### src/rtl/fc_pkg.sv
// fc_pkg: shared FC neuron constants, FSM state enum and the saturating resize helper
package fc_pkg;
  localparam int BIT = 32;
  localparam int FRAC = 16;
  localparam int COL = 4;
  localparam int ROW = 4;
  localparam int CHANNEL = 2;
  localparam int BATCH = 10;
  localparam int N = ROW * COL * CHANNEL;
  localparam int NW = (N > 1) ? $clog2(N) : 1;
  localparam int BW = (BATCH > 1) ? $clog2(BATCH) : 1;
  typedef enum logic [2:0] {IDLE, LOAD, MAC, DRAIN, DONE} state_e;
  function automatic logic signed [BIT-1:0] sat_bit(input logic signed [2*BIT-1:0] v);
    logic signed [2*BIT-1:0] hi;
    logic signed [2*BIT-1:0] lo;
    hi = {{(BIT+1){1'b0}}, {(BIT-1){1'b1}}};
    lo = {{(BIT+1){1'b1}}, {(BIT-1){1'b0}}};
    return (v > hi) ? {1'b0, {(BIT-1){1'b1}}} : (v < lo) ? {1'b1, {(BIT-1){1'b0}}} : v[BIT-1:0];
  endfunction
endpackage

### src/rtl/fc_mac_pipe.sv
// fc_mac_pipe: 2-stage multiply/accumulate (product reg, then accumulate + bias + saturate); ports feature/weight/bias/first/last/idx/valid in, result/result_idx/result_valid out
module fc_mac_pipe
  import fc_pkg::*;
(
  input  logic          clk,
  input  logic          rst_,
  input  logic [BIT-1:0] feature_i,
  input  logic [BIT-1:0] weight_i,
  input  logic [BIT-1:0] bias_i,
  input  logic          first_i,
  input  logic          last_i,
  input  logic [BW-1:0] idx_i,
  input  logic          valid_i,
  output logic [BIT-1:0] result_o,
  output logic [BW-1:0] result_idx_o,
  output logic          result_valid_o
);
  logic signed [2*BIT-1:0] fx, wx, prod_d, prod_q, acc_q, sum, total;
  logic [BIT-1:0] bias_q, result_q;
  logic first_q, last_q, vld_q, result_valid_q;
  logic [BW-1:0] idx_q, result_idx_q;
  always_comb begin
    fx = {{BIT{feature_i[BIT-1]}}, feature_i};
    wx = {{BIT{weight_i[BIT-1]}}, weight_i};
    prod_d = (fx * wx) >>> FRAC;
    sum = (first_q ? '0 : acc_q) + prod_q;
    total = sum + {{BIT{bias_q[BIT-1]}}, bias_q};
  end
  always_ff @(posedge clk) begin
    if (rst_) begin
      prod_q <= '0;
      bias_q <= '0;
      first_q <= 1'b0;
      last_q <= 1'b0;
      idx_q <= '0;
      vld_q <= 1'b0;
      acc_q <= '0;
      result_q <= '0;
      result_idx_q <= '0;
      result_valid_q <= 1'b0;
    end else begin
      prod_q <= prod_d;
      bias_q <= (valid_i && last_i) ? bias_i : bias_q;
      first_q <= first_i;
      last_q <= last_i;
      idx_q <= idx_i;
      vld_q <= valid_i;
      acc_q <= vld_q ? sum : acc_q;
      result_q <= (vld_q && last_q) ? sat_bit(total) : result_q;
      result_idx_q <= (vld_q && last_q) ? idx_q : result_idx_q;
      result_valid_q <= vld_q && last_q;
    end
  end
  assign result_o = result_q;
  assign result_idx_o = result_idx_q;
  assign result_valid_o = result_valid_q;
endmodule

### src/rtl/fc_neuron_acc.sv
// fc_neuron_acc: FC neuron accumulator; start + data_in/data_valid load features, fb_weight/fb_bias request weight/bias words, result/result_idx/result_valid per neuron, busy/done status
module fc_neuron_acc
  import fc_pkg::*;
(
  input  logic           clk,
  input  logic           rst_,
  input  logic           start,
  input  logic [BIT-1:0] data_in,
  input  logic           data_valid,
  input  logic [BIT-1:0] weight,
  input  logic [BIT-1:0] bias,
  output logic           fb_weight,
  output logic           fb_bias,
  output logic [BIT-1:0] result,
  output logic [BW-1:0]  result_idx,
  output logic           result_valid,
  output logic           busy,
  output logic           done
);
  state_e state_q, state_d;
  logic [NW-1:0] n_q, n_d;
  logic [BW-1:0] b_q, b_d;
  logic [BIT-1:0] feat_q [N];
  logic [BIT-1:0] tag_feat_q;
  logic tag_first_q, tag_last_q, tag_vld_q;
  logic [BW-1:0] tag_idx_q;
  logic last_n, last_b;
  assign last_n = n_q == NW'(N - 1);
  assign last_b = b_q == BW'(BATCH - 1);
  always_comb begin
    state_d = state_q;
    n_d = n_q;
    b_d = b_q;
    unique case (state_q)
      IDLE: if (start) begin
        state_d = LOAD;
        n_d = '0;
        b_d = '0;
      end
      LOAD: if (data_valid) begin
        n_d = last_n ? '0 : n_q + 1'b1;
        state_d = last_n ? MAC : LOAD;
      end
      MAC: begin
        n_d = last_n ? '0 : n_q + 1'b1;
        b_d = last_n ? (last_b ? '0 : b_q + 1'b1) : b_q;
        state_d = (last_n && last_b) ? DRAIN : MAC;
      end
      DRAIN: begin
        n_d = (n_q == NW'(2)) ? '0 : n_q + 1'b1;
        state_d = (n_q == NW'(2)) ? DONE : DRAIN;
      end
      DONE: state_d = IDLE;
      default: state_d = IDLE;
    endcase
  end
  always_ff @(posedge clk) begin
    if (rst_) begin
      state_q <= IDLE;
      n_q <= '0;
      b_q <= '0;
      tag_feat_q <= '0;
      tag_first_q <= 1'b0;
      tag_last_q <= 1'b0;
      tag_idx_q <= '0;
      tag_vld_q <= 1'b0;
    end else begin
      state_q <= state_d;
      n_q <= n_d;
      b_q <= b_d;
      tag_feat_q <= feat_q[n_q];
      tag_first_q <= n_q == '0;
      tag_last_q <= last_n;
      tag_idx_q <= b_q;
      tag_vld_q <= state_q == MAC;
    end
  end
  always_ff @(posedge clk) begin
    if (state_q == LOAD && data_valid) feat_q[n_q] <= data_in;
  end
  assign fb_weight = state_q == MAC;
  assign fb_bias = fb_weight;
  assign busy = state_q != IDLE;
  assign done = state_q == DONE;
  fc_mac_pipe u_pipe (
    .clk(clk),
    .rst_(rst_),
    .feature_i(tag_feat_q),
    .weight_i(weight),
    .bias_i(bias),
    .first_i(tag_first_q),
    .last_i(tag_last_q),
    .idx_i(tag_idx_q),
    .valid_i(tag_vld_q),
    .result_o(result),
    .result_idx_o(result_idx),
    .result_valid_o(result_valid)
  );
endmodule

### config.mk
export PLATFORM = sky130hd
export DESIGN_NAME = fc_neuron_acc
export DESIGN_NICKNAME = d
export VERILOG_FILES = /design/src/rtl/fc_pkg.sv /design/src/rtl/fc_mac_pipe.sv /design/src/rtl/fc_neuron_acc.sv
export SDC_FILE = /design/constraint.sdc
export NUM_CORES = 2
export LEC_CHECK = 0
export CAP_MARGIN = 20
export CORE_MARGIN = 2
export CORE_UTILIZATION = 66
export CTS_BUF_LIST = sky130_fd_sc_hd__clkbuf_4
export CTS_CLUSTER_DIAMETER = 40
export DETAILED_ROUTE_END_ITERATION = 8
export PLACE_DENSITY_LB_ADDON = 0.08
export SKIP_LAST_GASP = 1
export SLEW_MARGIN = 20
export SYNTH_ARGS = -nofsm -noshare
export SYNTH_HDL_FRONTEND = slang
export SYNTH_SLANG_ARGS = --single-unit
### constraint.sdc
create_clock -name clk -period 12.8 [get_ports clk]
set_clock_uncertainty 0.05 [all_clocks]
set_input_delay 2.56 -clock clk [delete_from_list [all_inputs] [get_ports clk]]
set_output_delay 2.56 -clock clk [all_outputs]
set_load 0.02 [all_outputs]
Word-level counts from Yosys, hierarchy flattened
Memories as Yosys holds them, arrays and structs flattened. A register that Yosys moved wholly into a read port is not among the register bits.
Cells that the tools add are included.
Word-level totals
  register bits: 207
  memories: 1
  logic and storage cells: 67
  memory bits (writable): 1024
Memories
  feat_q: depth 32, bits a word 32, rd ports 1, clocked after memory_dff 1, wr ports 1, RTL line fc_neuron_acc.sv:23  | logic [BIT-1:0] feat_q [N];
Cells by class
  multiply operators: 1
  reductions and logical operators: 12
  add/sub/neg operators: 4
  magnitude comparators: 2
  equal/unequal tests: 10
  mux-type cells: 20
Operators by type and width (count)
  64-bit adder: 2
  64-bit by 32-bit greater-than comparator with 1-bit output (second input constant): 1
  64-bit by 32-bit < comparator with 1-bit output (second input constant): 1
  32-bit by 32-bit multiplier with 64-bit output: 1
  32-bit two-way mux: 2
  64-bit two-way mux: 1
  5-bit two-way mux: 4
  5-bit case mux with 4 select lines: 1
  4-bit two-way mux: 3
  3-bit case mux with 4 select lines: 1
  3-bit two-way mux: 3
  4-bit case mux with 2 select lines: 1
  3-bit by 2-bit == test with 1-bit output (second input constant): 2
  3-bit AND reduction: 2
  5-bit by 1-bit adder with 5-bit output (second input constant): 1
  5-bit by 2-bit == test with 1-bit output (second input constant): 1
  5-bit == test (second input constant): 1
  5-bit zero test: 1
  4-bit by 1-bit adder with 4-bit output (second input constant): 1
  4-bit == test (second input constant): 1
  1-bit logical AND: 4
  2-bit inequality test (second input constant): 2
  4-bit nonzero test: 1
  3-bit by 1-bit == test with 1-bit output (second input constant): 1
  other kinds (8): 10

Logic depth before layout (Yosys ltp)
  word-level depth: 6
  depth in mapped cells: 33

Cells and area by module
Synthesis repeated with hierarchy kept, for this count alone.
Unflattened totals
  cell total of the unflattened synthesis: 7831
  area total of the unflattened synthesis: 89906.2 um2
By module, submodules not included
  fc_mac_pipe: cells an instance 5616, area each 49261.0 um2, instances 1, seq. area each 3763.6 um2
  fc_neuron_acc: cells an instance 2215, area each 40645.2 um2, instances 1, seq. area each 31770.5 um2

Worst setup path before layout
Ideal clock, no wire load.
  path type: input port to flip-flop
  start point: in weight[5]
  end point: reg u_pipe.prod_q[47] (netlist name)
  arrival time: 10208 ps
  setup time: 128 ps
  slack: 2414 ps
  stages on the path: 30
  cell sequence: clkbuf_1 > nand2_1 > inv_1 > fa_1 > fa_1 > inv_1 > fa_1 > inv_1 > fa_1 > inv_1 > fa_1 > inv_1 > fa_1 > inv_1 > fa_1 > inv_1 > fa_1 > ha_1 > nand2_1 > nand2b_1 > a21o_1 > a211oi_1 > o21ai_0 > a21o_1 > a21o_1 > a41o_1 > a31o_2 > a31oi_1 > xnor2_1 > nor2_1
Between the ends
  longest elaborated chain between the ends: 1
Ends and longest elaborated chain
  start, declared: RTL line fc_neuron_acc.sv:10  | input logic [BIT-1:0] weight,
  32-bit by 32-bit multiplier with 64-bit output: RTL line fc_mac_pipe.sv:25  | prod_d = (fx * wx) >>> FRAC;
Every way passes these cells.
A chain may end at the register's enable or synchronous reset.

Worst setup path after layout
  start point: in weight[4]
  end point: reg u_pipe.prod_q[42]
Between the ends
  longest elaborated chain between the ends: 1
Ends and longest elaborated chain
  32-bit by 32-bit multiplier with 64-bit output: RTL line fc_mac_pipe.sv:25
  end signal, assigned: RTL line fc_mac_pipe.sv:42  | prod_q <= prod_d;
  end, declared: RTL line fc_mac_pipe.sv:18  | logic signed [2*BIT-1:0] fx, wx, prod_d, prod_q, acc_q, sum, total;
Every way passes these cells.

==> flow_metrics.tcl <==
set metrics [dict create \
    drt_wl_total_um 230000 \
    port_buffers 140 \
    final_layout_size_suffix_gt1_share_pct 12.4 \
    cp_num_buf_inv 3 \
    cts_buffers 325 \
    via_per_inst 6.12 \
    syn_nets 8746 \
    setup_ws_ns 2.49 \
    critical_path_arrival_ns 11.36 \
    status "finished, final reports clean" \
    antenna_found_initial 13 \
    start_util_pct 66.5 \
    synthTopCellsByArea "edfxtp_1 35%, fa_1 24%, mux4_2 6.5%, dfxtp_1 5.4%, inv_1 4.6%" \
    end_kind "register" \
    async_flop_share_pct 0 \
    cap_violations 0 \
    htree_levels 5 \
    hold_path_class "register to register" \
    die_w_um 370 \
    fin_nets 8960 \
    synth_top_area_share_pct 34.7 \
    cts.hold.buffers_added 0 \
    drc 0 \
    crit_slowest_cell "clkdlybuf4s50_1" \
    worstSetupStartpointType "primary input" \
    synthFlopType "edfxtp_1" \
    io_pins 141 \
    seq_area_frac_synth_pct 40.1 \
    seq_area_mm2 0.0356 \
    grt_first_pass_wirelength_um 355000 \
    overflow 0 \
    final.fill_count 9286 \
    row_count 134 \
    clockBufferDepth 4 \
    grt_max_degree 122 \
    clkLatencyLatePin_ns 1.27 \
    ctsResizeCount 0 \
    period_minus_slack_ns 10.31 \
    critPathRequiredTime_ns 13.86 \
    worst_pin_slew_ns 1.24 \
    yosys.area.top_type "edfxtp_1" \
    clockRootBuffer "clkbuf_4" \
    crit_family "adder cells" \
    hpwl_um 157000 \
    synth_area_mm2 0.0886 \
    path_clk_slew_ns 0.06 \
    hold_depth 1 \
    cts_setup_buffers 0 \
    drtAntennaViolNets 0 \
    grt_setup_unrepaired "no" \
    crit_type "primary input to register" \
    synth.most_common_cell "fa_1" \
    slowest_delay_ns 1.04 \
    vias 57900 \
    dieHeight_um 370 \
    hold_violations 0 \
    synth-edff-count 1024 \
    maxSlewViolCount 0 \
    finalSetupViolCount 0 \
    slew_headroom_pct 17.1 \
    yosys_warnings 0 \
    synth_commonest_cells "1083 x fa_1, 1080 x inv_1, 1024 x edfxtp_1" \
    coreArea_mm2 0.133 \
    ys_ff_latch 1263 \
    gp_congestion 0.946 \
    wire_per_inst_um 24.4 \
    period_share_pct 80.5 \
    area_growth_pct 8.15 \
    tritoncts "done" \
    drt_iter0_markers 4900 \
    holdWs_ns 0.382 \
    path_depth 25 \
    cts_sinks 1263 \
    multi_input_area_mm2 0.0478 \
    dp_worst_setup_slack_ns 1.22 \
    synth.distinct_cells 80 \
    syn_inst 7250 \
    path_max_fanout 17 \
    cp_common_cell "fa_1" \
    fmax_ghz 0.0970 \
    syn_avg_cell_area_um2 12.2 \
    grt_pass1_vias 60600 \
    reg2reg_depth 27 \
    post-route-util_pct 71.9 \
    grtUsageTotal_pct 34.8 \
    firstDrtPassIters 5 \
    fp.dieArea_mm2 0.137 \
    setup-tns-final_ns 0 \
]
[path summary, 6_finish.rpt]
path	start	endpoint	slack, ns
worst max register to register	u_pipe.first_q	u_pipe.result_o[1]	3.95
worst min-delay path	tag_idx_q[1]	u_pipe.idx_q[1]	0.38
worst min register to register	tag_idx_q[1]	u_pipe.idx_q[1]	0.38
worst max-delay path	weight[4]	u_pipe.prod_q[42]	2.49
[worst register-to-register path, cell delays in order (launching register included)]
cell       delay (ns)
dfxtp_2          0.59
nor2b_1          0.16
ha_1             0.31
a211oi_1         0.29
o21ai_0          0.19
a211oi_1         0.47
o22ai_1          0.24
a31o_2           0.33
a21oi_1          0.23
o21bai_1         0.09
a21oi_1          0.24
o21ai_0          0.22
a311oi_1         0.38
xnor2_1          0.21
ha_1             0.46
nand2_1          0.14
o21ai_1          0.30
o21ai_1          0.12
a2111oi_1        0.59
o21ai_1          0.14
a31oi_1          0.40
a31oi_1          0.23
nor2b_1          0.19
xnor2_1          0.14
or4_1            0.50
or4b_4           0.57
o22ai_4          0.71
o32ai_1          0.20
[sequential cells by signal, indices dropped and copies added (netlist names)]
signal and flops:
u_pipe.acc_q 64, u_pipe.idx_q 4, u_pipe.prod_q 48, feat_q 1024
state_q 3, n_q 5, tag_first_q 1, u_pipe.first_q 1
u_pipe.result_o 32, tag_vld_q 1, tag_feat_q 32, tag_last_q 1
u_pipe.result_valid_o 1, u_pipe.bias_q 32, u_pipe.vld_q 1, b_q 4
u_pipe.last_q 1, u_pipe.result_idx_o 4, tag_idx_q 4
[cells by family (layout without fill, tap and decap cells)]
group	Yosys count	count (layout)	share of synthesized area, %
buf+inv	1458	1874	6.23
flops	1263	1263	40.1
xor+xnor	168	168	1.66
simple gates	1865	1865	9.96
other cells	0	13	0
mux	319	319	7.22
compound gates	781	781	5.91
fa+ha+maj	1396	1396	28.9
[cell type report]
type / instances / share of cell area, %
Clock buffer: 472 / 3.70
Inverter: 1080 / 4.23
Multi-Input combinational cell: 4529 / 49.9
Timing Repair Buffer: 265 / 2.45
Clock inverter: 57 / 0.260
Antenna cell: 13 / 0.0340
Sequential cell: 1263 / 37.1
Tap cell: 1768 / 2.31
[per-stage QoR]
stage          area (µm²)  std cells
2_1_floorplan       88600       7250
3_3_place_gp        92000       8905
3_5_place_dp        92000       8905
4_1_cts             95800       9434
5_1_grt             95800       9444
6_report            95800       9447
[placed cells by master (no fill, tap or decap), types with 13 or more instances in the layout]
cell type,n
nor2b_1,92
ha_1,313
mux2i_1,63
or3_1,35
clkdlybuf4s50_1,135
a21oi_1,224
o32ai_1,32
o21ai_0,95
xnor2_1,117
nor2_1,273
a22o_1,32
o21a_1,16
a31oi_1,54
fa_1,1083
o211ai_1,14
nor3_1,33
a221oi_1,34
edfxtp_1,1024
and3_1,22
nor2_4,33
a211oi_1,18
a21o_1,78
clkbuf_4,472
diode_2,13
nand4_1,34
nand2_1,833
a22oi_1,64
xor2_1,51
and2_1,379
dfxtp_1,232
clkinv_1,42
buf_4,123
o21bai_1,30
nand3_1,32
nand2b_1,35
mux4_2,256
inv_1,1080
[metal layers]
layer	GRT usage (%)	wire length, µm	vias up	share of wire, %
met5	0	106	-	0.046
met4	16.9	12200	14	5.3
met3	7.06	20100	668	8.7
met2	57.2	113000	2687	49
met1	44.6	85000	29600	37
li1	-	-	24800	-
Power is left out: the tool's default activity adds up to more than one toggle a clock period on the data nets, which glitch-free logic cannot reach.
